<file path="config.mk">
export PLATFORM = sky130hd
export DESIGN_NAME = hc08_selftest_seq
export DESIGN_NICKNAME = d
export VERILOG_FILES = /design/src/rtl/hc08_selftest_seq.sv
export SDC_FILE = /design/constraint.sdc
export NUM_CORES = 1
export LEC_CHECK = 0
export CELL_PAD_IN_SITES_DETAIL_PLACEMENT = 2
export CELL_PAD_IN_SITES_GLOBAL_PLACEMENT = 2
export CORE_MARGIN = 3
export CORE_UTILIZATION = 37
export DETAILED_ROUTE_END_ITERATION = 10
export PLACE_DENSITY_LB_ADDON = 0.1
export SLEW_MARGIN = 20
export SYNTH_ARGS = -nofsm -noshare
export SYNTH_HDL_FRONTEND = slang
export SYNTH_SLANG_ARGS = --single-unit
</file>
<file path="constraint.sdc">
create_clock -name clk -period 5.56 [get_ports clk]
set_clock_uncertainty 0.15 [all_clocks]
set_input_delay 1.112 -clock clk [delete_from_list [all_inputs] [get_ports clk]]
set_output_delay 1.112 -clock clk [all_outputs]
set_load 0.005 [all_outputs]
</file>
<file path="src/rtl/hc08_selftest_seq.sv">
// Self-test sequencer for a quad 2-input AND device (74HC08 pattern).
// Walks all four gates through the four input vectors together. Each vector is
// held for SETTLE+1 cycles, and the synchronised outputs are compared against a&b.
// The run result (pass, per-gate fail mask, first failing vector) is reported
// once per completed run.
`timescale 1ns/1ps

module hc08_selftest_seq #(
    parameter int unsigned SETTLE = 4
) (
    input  logic       clk,
    input  logic       rst_n,
    input  logic       start,
    input  logic [3:0] y,
    output logic [3:0] pa,
    output logic [3:0] pb,
    output logic       busy,
    output logic       done,
    output logic       pass,
    output logic [3:0] fail_mask,
    output logic [1:0] fail_vec,
    output logic [7:0] run_cnt
);

    typedef enum logic [0:0] {StIdle, StDrive} state_t;

    localparam logic [7:0] SettleCnt = 8'(SETTLE);

    state_t     state;
    logic [1:0] vec;
    logic [7:0] cnt;
    logic [3:0] y_m;
    logic [3:0] y_s;
    logic [3:0] work_mask;
    logic [1:0] first_vec;

    logic [3:0] exp_y;
    logic [3:0] mism;
    logic [3:0] new_mask;
    logic [1:0] new_first;
    logic [1:0] next_vec;

    // Two-flop synchroniser for the asynchronous device outputs.
    always_ff @(posedge clk or negedge rst_n) begin
        if (!rst_n) begin
            y_m <= 4'b0000;
            y_s <= 4'b0000;
        end else begin
            y_m <= y;
            y_s <= y_m;
        end
    end

    // Expected value, mismatch and the accumulated result for the current sample.
    always_comb begin
        exp_y    = {4{vec[1] & vec[0]}};
        mism     = y_s ^ exp_y;
        new_mask = work_mask | mism;
        next_vec = vec + 2'd1;
        // An empty working mask means no earlier mismatch in this run.
        if ((work_mask == 4'b0000) && (mism != 4'b0000)) begin
            new_first = vec;
        end else begin
            new_first = first_vec;
        end
    end

    // Sequencer FSM with registered pin drive and result outputs.
    always_ff @(posedge clk or negedge rst_n) begin
        if (!rst_n) begin
            state     <= StIdle;
            vec       <= 2'd0;
            cnt       <= 8'd0;
            pa        <= 4'b0000;
            pb        <= 4'b0000;
            busy      <= 1'b0;
            done      <= 1'b0;
            pass      <= 1'b0;
            fail_mask <= 4'b0000;
            fail_vec  <= 2'd0;
            run_cnt   <= 8'd0;
            work_mask <= 4'b0000;
            first_vec <= 2'd0;
        end else begin
            case (state)
                StIdle: begin
                    done <= 1'b0;
                    pa   <= 4'b0000;
                    pb   <= 4'b0000;
                    if (start) begin
                        state     <= StDrive;
                        vec       <= 2'd0;
                        cnt       <= 8'd0;
                        busy      <= 1'b1;
                        work_mask <= 4'b0000;
                        first_vec <= 2'd0;
                    end
                end
                StDrive: begin
                    if (cnt == SettleCnt) begin
                        work_mask <= new_mask;
                        first_vec <= new_first;
                        cnt       <= 8'd0;
                        if (vec == 2'd3) begin
                            state     <= StIdle;
                            vec       <= 2'd0;
                            pa        <= 4'b0000;
                            pb        <= 4'b0000;
                            fail_mask <= new_mask;
                            fail_vec  <= new_first;
                            pass      <= (new_mask == 4'b0000);
                            done      <= 1'b1;
                            busy      <= 1'b0;
                            if (run_cnt != 8'd255) begin
                                run_cnt <= run_cnt + 8'd1;
                            end
                        end else begin
                            vec <= next_vec;
                            pa  <= {4{next_vec[1]}};
                            pb  <= {4{next_vec[0]}};
                        end
                    end else begin
                        cnt <= cnt + 8'd1;
                    end
                end
                default: begin
                    state <= StIdle;
                end
            endcase
        end
    end

endmodule
</file>
==> summary.md <==
| Metric | Value |
|---|---|
| DPL Wire Length | 3381 um |
| Crit-path max FO | 21 |
| # rows | 26 |
| Post-route DRC | 0 |
| Design area | roughly 0.0024 mm^2 |
| Worst path required time | 5590 ps |
| Routed wire length | 4760 um |
| Hold Crit Start | y_m[3]$_DFF_PN0_ |
| Vias per cell | 5.281 |
| Cell Pwr Density | 400.0 mW/mm^2 |
| Final net count | around 220 |
| First-pass GRT wire length | 8038 um |
| Top cells by area, synth | dfrtp_1, xor2_1, mux2_2, nand3_1, nand2_1 |
| Register bit total from synthesis | 44 |
| Post-DP Area | ~0.0023 mm^2 |
| Pre-CTS setup slack | 2724 ps |
| Hold-fix buffers, CTS | 0 |
| Ys async rst share | 100.0% |
| Total track usage | 16.65% |
| Kind of critical path | reg -> reg |
| Crit. End Element | flop |
| Synth warn | 0 |
| I/O pins | 32 |
| Crit path from | vec[0]$_DFFE_PN0P_ |
| CTS H-tree depth | 2 |
| HP Class | reg -> reg |
| Die Y | 79.70 um |
| Hold path depth | 0 |
| Setup bufs post-CTS | 0 |
| Final TNS setup | 0 ps |
| Top-area cell type share of the netlist area | 54.79% |
| Routed Antenna Nets | 0 |
| Maximum clock path buffer count | 2 |
| RSZ-0062 raised after global routing | no |
| Post-layout minimum cycle time | 2672 ps |
| Routed vias | 1447 |
| DR pass1 iterations | 4 |
| Iteration-0 DRC Markers | 39 |
| Clk_lat worst skew | roughly 300 ps |
| Vias in the first global route | 1580 |
| Final Hold Fails | 0 |
| Leak | 1.095 nW |
| Routability cong. | approximately 0.76 |
| Die Wd | 79.70 um |
| Post-synth top area cell | dfrtp_1 |
| Largest net degree at the start of global routing | 45 |
| Routed WL per cell | 17.37 um |
| Starting Density | roughly two fifths |
| # placed instances | about 270 |
| Gr ovfl total | 0 |
| Main synth FF type | dfrtp_1 |
| Sink Count | 44 |
| CTS buffer count | 5 |
| Mapped Cells | 179 |
| Final setup violation count | 0 |
| CTS resizes | 0 |
| Status | completed |
| Reg2reg setup slack | 2890 ps |
| Worst R2R Path Depth | 4 |
| Port bufs | 31 |
| Startpoint Class | flop |
| Mean post-synth cell area | 11.23 um^2 |
| Worst R2R End | run_cnt[1]$_DFFE_PN0P_ |
| CP endpoint | run_cnt[1]$_DFFE_PN0P_ |
| Worst-Margin Slew | between 900 and 1000 ps |
| Max Slew Vio Count | 0 |
| Relative slew slack | 37.06% |
| Clk pin slew, worst setup/hold paths | 80 ps |
| Post-synth EDFFs | 0 |
| Peak supply drop | 0.0002021 V |
| Worst reg2reg path startpoint | vec[0]$_DFFE_PN0P_ |
| Initial antenna violation count | 0 |
| Max-Cap Viols | 0 |
| Area growth from synthesis to layout | 19.49% |
| Crit path DAT | roughly 2700 ps |
| Sequential area share after synthesis | roughly 55% |
| Final WS setup | 2888 ps |
| Synth Net Count | 190 |
| Most numerous cell in the Yosys netlist | dfrtp_1 |
| Top cells by count, synth | dfrtp_1, nand2_1, nand3_1, nor2_1, xor2_1 |
| CTS tree | done |
| Clk root buf | clkbuf_8 |
| Ant. Diodes | 0 |
| Fin cells | 274 |
| Die area | 0.006351 mm^2 |
| Netlist cell types | 40 |
| Core ar. | 0.005172 mm^2 |
| Fmax | 0.3743 GHz |
| Period utilization | 48.05% |
| Ratio of cells with drive above 1 in the final layout | a little under a tenth |
| Post-synthesis cell area | 0.002009 mm^2 |
==> power breakdown <==
part           switching (mW)  total, mW  internal [mW]
logic                   0.123      0.291          0.168
clock network           0.103      0.188         0.0855
registers              0.0843      0.481          0.396
total                   0.310      0.961          0.650
==> critical path, stage by stage (launching register included) <==
cell and delay, ps:
dfrtp_1 430, ha_1 550, nand4_2 650, nor2_1 380, mux2_2 370
==> how the worst min path moves through the flow <==
stage                       endpoint  slack, ps
detailed placement  y_s[3]$_DFF_PN0_        190
global placement    y_s[3]$_DFF_PN0_        180
global route        y_s[3]$_DFF_PN0_        230
CTS                 y_s[3]$_DFF_PN0_        210
finish              y_s[3]$_DFF_PN0_        200
floorplan           y_s[0]$_DFF_PN0_        180
==> per-stage QoR <==
step	hold slack, ps	utilization [%]	total power, mW
after CTS	206.4	46.37	0.9838
after global placement	182.9	44.87	0.7609
after detailed placement	187.9	44.87	0.7856
final	204.4	46.42	0.9605
after global routing	226.2	46.42	1.038
after floorplan	181.2	-	0.6503
==> layout make-up <==
type	count	area (um^2)
clock buffer	6	72.57
clock inverter	1	5.005
fill	537	2771
inverter	5	18.77
multi-input combinational	117	808.3
sequential	44	1101
tap	70	87.58
timing repair buffer	31	307.8
==> state kept, by name (all words and copies together), names as in the netlist <==
signal     flops
first_vec      2
work_mask      4
fail_mask      4
y_s            4
cnt            8
vec            2
pa             1
busy           1
pass           1
done           1
y_m            4
state          1
run_cnt        8
pb             1
fail_vec       2
==> metal layers <==
layer / share of wire, % / track usage, %
met5: 0 / 0
met1: 44 / 20.72
met4: 1.8 / 6.701
met2: 51 / 27.38
met3: 3.3 / 4.402
==> placed cells by master (no fill, tap or decap), types with 3 or more instances in the layout <==
master	netlist	final
inv_1	5	5
nand2_1	14	14
nand3_1	11	11
and3_1	3	3
nand4_1	5	5
nor3_1	3	3
nor2_1	11	11
mux2_2	5	5
dfrtp_1	44	44
xor2_1	10	10
a21oi_1	7	7
clkdlybuf4s50_1	0	30
nor2b_1	6	6
clkbuf_8	0	5
o21ai_0	6	6
ha_1	4	4
a22o_1	6	6
a21o_1	3	3
==> cell families (layout without fill, tap and decap cells) <==
logic type | count (synthesis) | count (layout) | share of synthesized area (%)
muxes | 6 | 6 | 3.300
AOI/OAI and AO/OA | 31 | 31 | 10.27
and+or+nand+nor | 64 | 64 | 18.93
adders and majority gates | 4 | 4 | 2.491
xor gates and xnor gates | 12 | 12 | 5.230
DFF | 44 | 44 | 54.79
buffers and inverters | 18 | 43 | 4.981
Power figures use the tool's default switching activity.
